<file path="config.mk">
export PLATFORM = sky130hd
export DESIGN_NAME = traffic_phase_ctrl_flat
export DESIGN_NICKNAME = d
export VERILOG_FILES = /design/src/rtl/traffic_phase_ctrl_if.sv /design/src/rtl/traffic_phase_ctrl.sv /design/src/flat_wrapper.sv
export SDC_FILE = /design/constraint.sdc
export NUM_CORES = 1
export LEC_CHECK = 0
export CORE_MARGIN = 2
export CORE_UTILIZATION = 30
export DETAILED_ROUTE_END_ITERATION = 7
export GPL_ROUTABILITY_DRIVEN = 0
export PLACE_DENSITY = 0.64
export SYNTH_ARGS = -nofsm -noshare
export SYNTH_HDL_FRONTEND = slang
export SYNTH_SLANG_ARGS = --single-unit
</file>
<file path="constraint.sdc">
create_clock -name clk -period 2 [get_ports clk]
set_input_delay 0.2 -clock clk [delete_from_list [all_inputs] [get_ports clk]]
set_output_delay 0.2 -clock clk [all_outputs]
set_load 0.05 [all_outputs]
</file>
<file path="src/rtl/traffic_phase_ctrl_if.sv">
// Timer handshake between the phase sequencer and the down-stream interval timer.
// Ports: tmr_clr (restart timer), tmr_limit (interval for current phase),
//        tmr_done (one-cycle pulse when the interval has elapsed).
// master = sequencer side, slave = timer side.
interface traffic_phase_ctrl_if #(
  parameter int NBITS = 32
);
  logic             tmr_clr;
  logic [NBITS-1:0] tmr_limit;
  logic             tmr_done;

  modport master (output tmr_clr, output tmr_limit, input tmr_done);
  modport slave  (input tmr_clr, input tmr_limit, output tmr_done);
endinterface

</file>
<file path="src/rtl/traffic_phase_ctrl.sv">
// Phase sequencer for a two-way (NS/EW) intersection with pedestrian walk and emergency flash.
// Ports: clk, reset (sync, active-low), ew_car_i/ped_req_i/emg_i sensor inputs, tmr timer
//        handshake (master), ns_light_o/ew_light_o one-hot {R,Y,G}, walk_o, phase_o state code.
// All outputs are registered; lamp/timer outputs are decoded from the next state.
module traffic_phase_ctrl #(
  parameter int NBITS  = 32,
  parameter int GRN_T  = 100,
  parameter int YEL_T  = 20,
  parameter int RED_T  = 5,
  parameter int WALK_T = 40
) (
  input  logic                       clk,
  input  logic                       reset,
  input  logic                       ew_car_i,
  input  logic                       ped_req_i,
  input  logic                       emg_i,
  traffic_phase_ctrl_if.master       tmr,
  output logic [2:0]                 ns_light_o,
  output logic [2:0]                 ew_light_o,
  output logic                       walk_o,
  output logic [2:0]                 phase_o
);

  typedef enum logic [2:0] {
    RED_A  = 3'd0,
    NS_GRN = 3'd1,
    NS_YEL = 3'd2,
    RED_B  = 3'd3,
    EW_GRN = 3'd4,
    EW_YEL = 3'd5,
    WALK   = 3'd6,
    FLASH  = 3'd7
  } state_t;

  localparam logic [NBITS-1:0] GRN_L  = NBITS'(GRN_T);
  localparam logic [NBITS-1:0] YEL_L  = NBITS'(YEL_T);
  localparam logic [NBITS-1:0] RED_L  = NBITS'(RED_T);
  localparam logic [NBITS-1:0] WALK_L = NBITS'(WALK_T);

  localparam logic [2:0] LAMP_R = 3'b100;
  localparam logic [2:0] LAMP_Y = 3'b010;
  localparam logic [2:0] LAMP_G = 3'b001;

  state_t           state_q, state_d;
  logic             ped_pend_q, ped_pend_d;
  logic             grn_exp_q, grn_exp_d;
  logic             dir_ew_q, dir_ew_d;      // 0: next service NS, 1: next service EW
  logic             tmr_clr_q, tmr_clr_d;
  logic [NBITS-1:0] tmr_limit_q, tmr_limit_d;
  logic [2:0]       ns_light_q, ns_light_d;
  logic [2:0]       ew_light_q, ew_light_d;
  logic             walk_q, walk_d;
  logic             done;
  logic             entry;

  always_comb begin
    state_d  = state_q;
    dir_ew_d = dir_ew_q;
    // A done pulse arriving while the timer is being cleared belongs to a stale interval.
    done     = tmr.tmr_done & ~tmr_clr_q;

    case (state_q)
      RED_A: begin
        dir_ew_d = 1'b0;
        if (emg_i)     state_d = FLASH;
        else if (done) state_d = ped_pend_q ? WALK : NS_GRN;
      end
      NS_GRN: begin
        // Green is extended indefinitely until there is cross or pedestrian demand.
        if (emg_i)                                            state_d = NS_YEL;
        else if ((grn_exp_q | done) && (ew_car_i | ped_pend_q)) state_d = NS_YEL;
      end
      NS_YEL: begin
        if (done) state_d = emg_i ? FLASH : RED_B;
      end
      RED_B: begin
        dir_ew_d = 1'b1;
        if (emg_i)     state_d = FLASH;
        else if (done) state_d = ped_pend_q ? WALK : EW_GRN;
      end
      EW_GRN: begin
        if (emg_i | done) state_d = EW_YEL;
      end
      EW_YEL: begin
        if (done) state_d = emg_i ? FLASH : RED_A;
      end
      WALK: begin
        if (emg_i)     state_d = FLASH;
        else if (done) state_d = dir_ew_q ? EW_GRN : NS_GRN;
      end
      FLASH: begin
        if (!emg_i) state_d = RED_A;
      end
      default: state_d = RED_A;
    endcase

    entry = (state_d != state_q);

    // Entering WALK serves the request, including one arriving on that same edge.
    ped_pend_d = (ped_pend_q | ped_req_i) & ~(entry && (state_d == WALK));
    grn_exp_d  = entry ? 1'b0 : (grn_exp_q | (done && (state_q == NS_GRN)));

    // FLASH keeps the timer parked in clear.
    tmr_clr_d = entry | (state_d == FLASH);

    tmr_limit_d = RED_L;
    ns_light_d  = LAMP_R;
    ew_light_d  = LAMP_R;
    walk_d      = 1'b0;
    case (state_d)
      NS_GRN: begin tmr_limit_d = GRN_L;  ns_light_d = LAMP_G; end
      NS_YEL: begin tmr_limit_d = YEL_L;  ns_light_d = LAMP_Y; end
      EW_GRN: begin tmr_limit_d = GRN_L;  ew_light_d = LAMP_G; end
      EW_YEL: begin tmr_limit_d = YEL_L;  ew_light_d = LAMP_Y; end
      WALK:   begin tmr_limit_d = WALK_L; walk_d     = 1'b1;   end
      default: tmr_limit_d = RED_L;
    endcase
  end

  always_ff @(posedge clk) begin
    if (!reset) begin
      state_q     <= RED_A;
      ped_pend_q  <= 1'b0;
      grn_exp_q   <= 1'b0;
      dir_ew_q    <= 1'b0;
      tmr_clr_q   <= 1'b1;
      tmr_limit_q <= RED_L;
      ns_light_q  <= LAMP_R;
      ew_light_q  <= LAMP_R;
      walk_q      <= 1'b0;
    end else begin
      state_q     <= state_d;
      ped_pend_q  <= ped_pend_d;
      grn_exp_q   <= grn_exp_d;
      dir_ew_q    <= dir_ew_d;
      tmr_clr_q   <= tmr_clr_d;
      tmr_limit_q <= tmr_limit_d;
      ns_light_q  <= ns_light_d;
      ew_light_q  <= ew_light_d;
      walk_q      <= walk_d;
    end
  end

  assign tmr.tmr_clr   = tmr_clr_q;
  assign tmr.tmr_limit = tmr_limit_q;
  assign ns_light_o    = ns_light_q;
  assign ew_light_o    = ew_light_q;
  assign walk_o        = walk_q;
  assign phase_o       = state_q;

endmodule

</file>
<file path="src/flat_wrapper.sv">
// flat-port wrapper written by rule: the top's interface ports become plain ports
module traffic_phase_ctrl_flat 
#(
  parameter int NBITS  = 32,
  parameter int GRN_T  = 100,
  parameter int YEL_T  = 20,
  parameter int RED_T  = 5,
  parameter int WALK_T = 40
)
  (clk, reset, ew_car_i, ped_req_i, emg_i, ns_light_o, ew_light_o, walk_o, phase_o, tmr_tmr_clr, tmr_tmr_limit, tmr_tmr_done);
  traffic_phase_ctrl_if #(.NBITS(NBITS)) tmr_i ();
  input  logic clk;
  input  logic reset;
  input  logic ew_car_i;
  input  logic ped_req_i;
  input  logic emg_i;
  output logic [2:0] ns_light_o;
  output logic [2:0] ew_light_o;
  output logic walk_o;
  output logic [2:0] phase_o;
  output wire logic [$bits(tmr_i.tmr_clr)-1:0] tmr_tmr_clr;
  output wire logic [$bits(tmr_i.tmr_limit)-1:0] tmr_tmr_limit;
  input wire logic [$bits(tmr_i.tmr_done)-1:0] tmr_tmr_done;
  assign tmr_tmr_clr = tmr_i.tmr_clr;
  assign tmr_tmr_limit = tmr_i.tmr_limit;
  assign tmr_i.tmr_done = tmr_tmr_done;
  traffic_phase_ctrl #(.NBITS(NBITS), .GRN_T(GRN_T), .YEL_T(YEL_T), .RED_T(RED_T), .WALK_T(WALK_T)) u_core (.clk(clk), .reset(reset), .ew_car_i(ew_car_i), .ped_req_i(ped_req_i), .emg_i(emg_i), .tmr(tmr_i), .ns_light_o(ns_light_o), .ew_light_o(ew_light_o), .walk_o(walk_o), .phase_o(phase_o));
endmodule
</file>
==> results of run 1 <==
## logic make-up (layout without fill, tap and decap cells)
family | count (synthesis) | count (layout) | share of synthesized area, %
AO/OA/AOI/OAI | 32 | 32 | 19.58
flip-flops | 19 | 19 | 31.67
AND/OR/NAND/NOR | 48 | 48 | 23.55
multiplexers | 1 | 1 | 0.8334
XOR/XNOR | 2 | 2 | 1.459
buffers and inverters | 36 | 43 | 22.60
other | 1 | 26 | 0.3122
## layer usage
metal	share of wire (%)	vias to the layer above	global-route usage (%)
met1	46	460	15.81
met4	0.61	0	1.786
met2	45	40	17.95
met5	0	-	0
li1	-	494	-
met3	7.8	2	3.833
## area by class of cell
| cell class | count | share of cell area [%] |
|---|---|---|
| multi-input combinational | 109 | 43.81 |
| sequential | 19 | 26.12 |
| timing repair buffer | 35 | 21.74 |
| tap | 48 | 4.044 |
| clock buffer | 3 | 2.780 |
| inverter | 4 | 1.011 |
| clock inverter | 1 | 0.5055 |
## cells in the final DEF (no fill, tap or decap), types with 3 or more instances in the layout
cell | netlist | layout
o22ai_1 | 3 | 3
clkbuf_8 | 2 | 3
buf_4 | 27 | 13
nand2_1 | 8 | 8
a21oi_1 | 4 | 4
nor2_1 | 16 | 16
conb_1 | 1 | 26
o21ai_0 | 10 | 10
clkdlybuf4s50_1 | 0 | 20
dfxtp_1 | 19 | 15
dfxtp_2 | 0 | 3
## worst paths after layout
check / slack [ns] / cells after the start / endpoint / startpoint
setup / recovery: 0.13 / 7 / u_core.tmr.tmr_limit[2] / u_core.phase_o[1]
hold / removal: 0.51 / 2 / u_core.dir_ew_q / u_core.dir_ew_q
hold reg to reg: 0.51 / 2 / u_core.dir_ew_q / u_core.dir_ew_q
setup reg to reg: 0.13 / 7 / u_core.tmr.tmr_limit[2] / u_core.phase_o[1]
## Yosys cell counts (3+ instances only)
| master | instances |
|---|---|
| o22ai_1 | 3 |
| buf_4 | 27 |
| nand2b_1 | 3 |
| nor2_1 | 16 |
| nand2_1 | 8 |
| dfxtp_1 | 19 |
| o21ai_0 | 10 |
| a21oi_1 | 4 |
## tightest hold or removal path, delay by kind of cell, from the launching register on
family	cells	cell delay [ns]
compound gates	2	0.13
flops	1	0.33
## power groups by stage
stage	sequential (mW)	combinational [mW]	clock, mW
3_5_place_dp	0.637	1.50	0
2_1_floorplan	0.948	0.785	0
3_3_place_gp	0.639	1.49	0
5_1_grt	0.654	1.64	0.299
6_report	0.633	1.53	0.267
4_1_cts	0.629	1.50	0.278
## flip-flops by register name, indices dropped and copies added, names as in the netlist
name	cells
u_core.dir_ew_q	1
u_core.ew_light_o	3
u_core.grn_exp_q	1
u_core.ns_light_o	3
u_core.ped_pend_q	1
u_core.phase_o	3
u_core.tmr.tmr_clr	1
u_core.tmr.tmr_limit	6
## per-stage QoR
step	setup slack (ns)	TNS, ns	hold WS [ns]
final	0.1322	0	0.5124
after detailed placement	-0.2116	-1.737	0.4998
after global placement	-0.1867	-1.522	0.4984
after floorplan	0.06967	0	0.3325
after global routing	0.02135	0	0.5279
after CTS	0.07964	0	0.5093
## repair_timing
| item | CTS | global route |
|---|---|---|
| resized for setup | 0 | 4 |
| buffers inserted | 0 | 1 |
| setup endpoints to repair | 0 | 8 |
| hold endpoints to repair | 0 | 0 |
==> out/qor.yml, run 1 <==
run_status:
  status: "finished clean"
critical_path:
  crit_fanout: 13
  critPathKind: "flop to flop"
  cp_cell_sequence: "nor2b_2 > and4b_1 > a311oi_2 > a22oi_2 > buf_4 > or2_4 > or2_1"
  critPathSlowestCell: "dfxtp_4"
  max_stage_delay_ns: 0.40
  worstSetupEndpointType: "flop"
  cp-start-kind: "flop"
  cp_num_buf_inv: 1
  worst_ep_required_time_ns: 2.15
  cpLargestDelayFamily: "simple AND/OR/NAND/NOR gates"
  crit_arrival_ns: 2.01
clocking:
  cts_sinks: 19
  clk_pin_slew_ns: 0.07
  clockBufferDepth: 2
  cts-root-buf: "clkbuf_8"
  cts_made_buffers: 3
  cts_max_level: 1
  cts_hold_buf: 0
  clk_latency_ns: 0.26
  cts_tree: "built"
detailed_routing:
  wl_per_cell_um: 11.18
  drtIter0Drc: 73
  routed_wl_mm: 2.449
  viasPerCell: 4.548
  vias: 996
  postRouteAntennaNets: 0
  firstDrtPassIters: 4
  drcViolationCount: 0
floorplan:
  die_y_um: 67.28
  die_x_um: 67.28
  initial_core_util_pct: 32.09
  io_pins: 49
  rows: 22
  dieArea_um2: 4526
  fp.coreArea_um2: 3744
cells_and_area:
  multi_input_area_um2: 650.6
  regArea_um2: 387.9
  nFillCells: 403
  final_nets: 178
  fin_cells: 219
  diodes: 0
  stdcell_area_um2: 1485
  drive_gt1_share_pct: 21.64
  final_util_pct: 39.67
  syn_to_final_growth_pct: 23.65
pwr:
  power_density_nw_per_um2: 1635
  switching_share_pct: 49.28
  clockPowerShare_pct: 11.0
  pwr-share-seq_pct: 26.1
  power.leakage_nw: 0.6314
  p_int_mw: 1.231
  finalPower_mw: 2.428
  combPwrFrac_pct: 62.9
  switching_power_mw: 1.197
  ir_drop_mv: 0.6828
yosys:
  ys_seq_area_share_pct: 31.67
  avgSynthCellArea_um2: 8.641
  synth-seq-cells: 19
  ys.warnings.count: 0
  synth-edff-count: 0
  ys_types: 48
  synth_top_area_share_pct: 31.67
  yosys-top-cells-area: "dfxtp_1 (32%), buf_4 (17%), nor2_1 (5.0%)"
  synth_ff_type: "dfxtp_1"
  syn-cell-area_um2: 1201
  postSynth.asyncResetShare_pct: 0
  yosysTopAreaCell: "dfxtp_1"
  synthCells: 139
placed_design:
  place_inst: 214
  io_buffers: 22
  placed_area_um2: 1414
  hpwl_mm: 1.823
sta:
  hold_violations: 0
  worst_pin_slew_ns: 0.5000
  final-max-slew-violation-count: 0
  finalSetupViolCount: 0
  rsz0062_at_grt: "no"
  fmax_mhz: 535.4
  fin_skew_ns: 0.005666
  period_share_pct: 93.39
  period_minus_slack_ns: 1.868
  relSlewSlack_pct: 66.56
global_route:
  antenna_found_initial: 0
  grt_start_max_net_pins: 15
  grt_pass1_vias: 895
  grt_pass1_wl_mm: 4.029
  grt_overflow: 0
  grt_util_all_layers_pct: 11.55
min_path:
  hp-class: "flop to flop"
flow_run:
  cap_violations: 0
(Power assumes the default switching activity.)
==> run 2: changes to the inputs <==
Settings changed: CORE_UTILIZATION 30 to 43, PLACE_DENSITY 0.64 to 0.85, SKIP_CTS_REPAIR_TIMING from default to 1.
==> run 2 against run 1 <==
Effect of this change: clock power shrank 29%; critical path depth unchanged; via count grew 3.4%; routed wire length grew 3.6%; critical endpoint unchanged; setup slack got worse by 0.063 ns.
==> out/qor.yml, run 2 (synthesis results as in run 1) <==
run_status:
  status: "finished clean"
critical_path:
  max_stage_delay_ns: 0.36
  cp-start-kind: "flop"
  critPathSlowestCell: "dfxtp_4"
  cp_num_buf_inv: 1
  worst_ep_required_time_ns: 2.19
  path_depth: 7
  cp-startpoint: "u_core.tmr.tmr_clr"
  crit_fanout: 7
  reg2reg_from: "u_core.tmr.tmr_clr"
  r2r_setup_slack_ns: 0.07
  crit_arrival_ns: 2.12
  reg2reg_depth: 7
  critPathKind: "flop to flop"
  cpLargestDelayFamily: "simple AND/OR/NAND/NOR gates"
  r2r-end: "u_core.tmr.tmr_limit[2]"
  cp_cell_sequence: "and2b_4 > o22ai_2 > a311oi_2 > a22oi_2 > buf_4 > or2_4 > or2_1"
  endpoint: "u_core.tmr.tmr_limit[2]"
  worstSetupEndpointType: "flop"
sta:
  postLayoutSetupSlackWorst_ns: 0.06879
  final-max-slew-violation-count: 0
  worst_pin_slew_ns: 0.5123
  period_share_pct: 96.56
  finalSetupViolCount: 0
  relSlewSlack_pct: 65.74
  hold_ws_ns: 0.5152
  period_minus_slack_ns: 1.931
  fin_skew_ns: 0.002433
  fmax_mhz: 517.8
  hold_violations: 0
detailed_routing:
  vias: 1030
  drtIter0Drc: 39
  wl_per_cell_um: 12.44
  routed_wl_mm: 2.537
  viasPerCell: 5.049
  drcViolationCount: 0
  postRouteAntennaNets: 0
  firstDrtPassIters: 4
clocking:
  cts_max_level: 1
  cts_sinks: 19
  clk_pin_slew_ns: 0.10
  cts_tree: "built"
  cts_made_buffers: 3
  clk_latency_ns: 0.29
  cts-root-buf: "clkbuf_4"
  clockBufferDepth: 2
floorplan:
  rows: 19
  io_pins: 49
  die_y_um: 56.85
  initial_core_util_pct: 44.32
  die_x_um: 56.85
  fp.coreArea_um2: 2710
  dieArea_um2: 3232
pwr:
  finalPower_mw: 2.405
  power_density_nw_per_um2: 1637
  ir_drop_mv: 1.240
  power.leakage_nw: 0.6156
cells_and_area:
  final_nets: 180
  drive_gt1_share_pct: 22.54
  largest_reg_flops: 6
  nFillCells: 268
  syn_to_final_growth_pct: 22.29
  final_cell_mix: "conb_1 (26), clkdlybuf4s50_1 (22), nor2_1 (16), dfxtp_1 (15), buf_4 (14)"
  mostFrequentLayoutCell: "conb_1"
  diodes: 0
placed_design:
  io_buffers: 22
  hpwl_mm: 1.857
  preCtsSetupSlack_ns: -0.1958
global_route:
  grt_pass1_wl_mm: 4.119
  grt_overflow: 0
  grt_util_all_layers_pct: 16.20
  grt_pass1_vias: 888
  grt_start_max_net_pins: 15
  antenna_found_initial: 0
flow_run:
  cap_violations: 0
min_path:
  hp-class: "flop to flop"
-- run 2: cell types whose count changed in the layout (fill, tap and decap cells not counted), moves of 2 or more --
cell / previous run / this run
clkdlybuf4s50_1: 20 / 22
clkbuf_8: 3 / 0
dfxtp_2: 3 / 1
dfxtp_4: 1 / 3
dlymetal6s2s_1: 2 / 0
clkbuf_4: 0 / 3
-- run 2: stage by stage --
| stage | util [%] | std cells | cell area, µm² | setup TNS, ns |
|---|---|---|---|---|
| 5_1_grt | 54.20 | 204 | 1469 | -0.01551 |
| 3_5_place_dp | 50.83 | 195 | 1378 | -1.162 |
| 6_report | 54.20 | 204 | 1469 | 0 |
| 4_1_cts | 51.85 | 199 | 1405 | 0 |
| 2_1_floorplan | - | 164 | 1300 | 0 |
| 3_3_place_gp | 50.83 | 195 | 1378 | -1.008 |
-- run 2: power by group --
| part | total [mW] | internal (mW) | switching (mW) |
|---|---|---|---|
| logic | 1.60 | 0.616 | 0.986 |
| clock network | 0.189 | 0.0744 | 0.114 |
| registers | 0.615 | 0.509 | 0.106 |
-- run 2: worst min path at each step --
stage,startpoint,to,slack [ns],cells past startpoint
after detailed placement,u_core.dir_ew_q,u_core.dir_ew_q,0.50,2
after floorplan,reset,u_core.phase_o[2],0.33,2
final,u_core.dir_ew_q,u_core.dir_ew_q,0.52,2
after global placement,u_core.dir_ew_q,u_core.dir_ew_q,0.49,2
after global routing,u_core.dir_ew_q,u_core.dir_ew_q,0.54,2
after CTS,u_core.dir_ew_q,u_core.dir_ew_q,0.51,2
-- run 2: worst reg2reg max path: stages (launching register included) --
cell      delay, ns
dfxtp_4        0.36
and2b_4        0.28
o22ai_2        0.11
a311oi_2       0.34
a22oi_2        0.12
buf_4          0.17
or2_4          0.24
or2_1          0.21
-- run 2: area by class of cell --
type | instances | area, µm² | area share (%)
Clock inverter | 1 | 5.005 | 0.3407
Inverter | 4 | 15.01 | 1.022
Clock buffer | 3 | 22.52 | 1.533
Timing Repair Buffer | 37 | 345.3 | 23.51
Tap cell | 31 | 38.79 | 2.641
Sequential cell | 19 | 392.9 | 26.75
Multi-Input combinational cell | 109 | 649.4 | 44.21
-- run 2: routing by layer --
| layer | part of all wire [%] | GRT usage, % | vias to the layer above | wire length, µm |
|---|---|---|---|---|
| met3 | 7.9 | 4.608 | 4 | 201 |
| met5 | 0 | 0 | - | 0 |
| met1 | 39 | 21.25 | 467 | 1002 |
| met2 | 51 | 25.42 | 54 | 1302 |
| met4 | 1.2 | 5.648 | 0 | 31 |
| li1 | - | - | 505 | - |
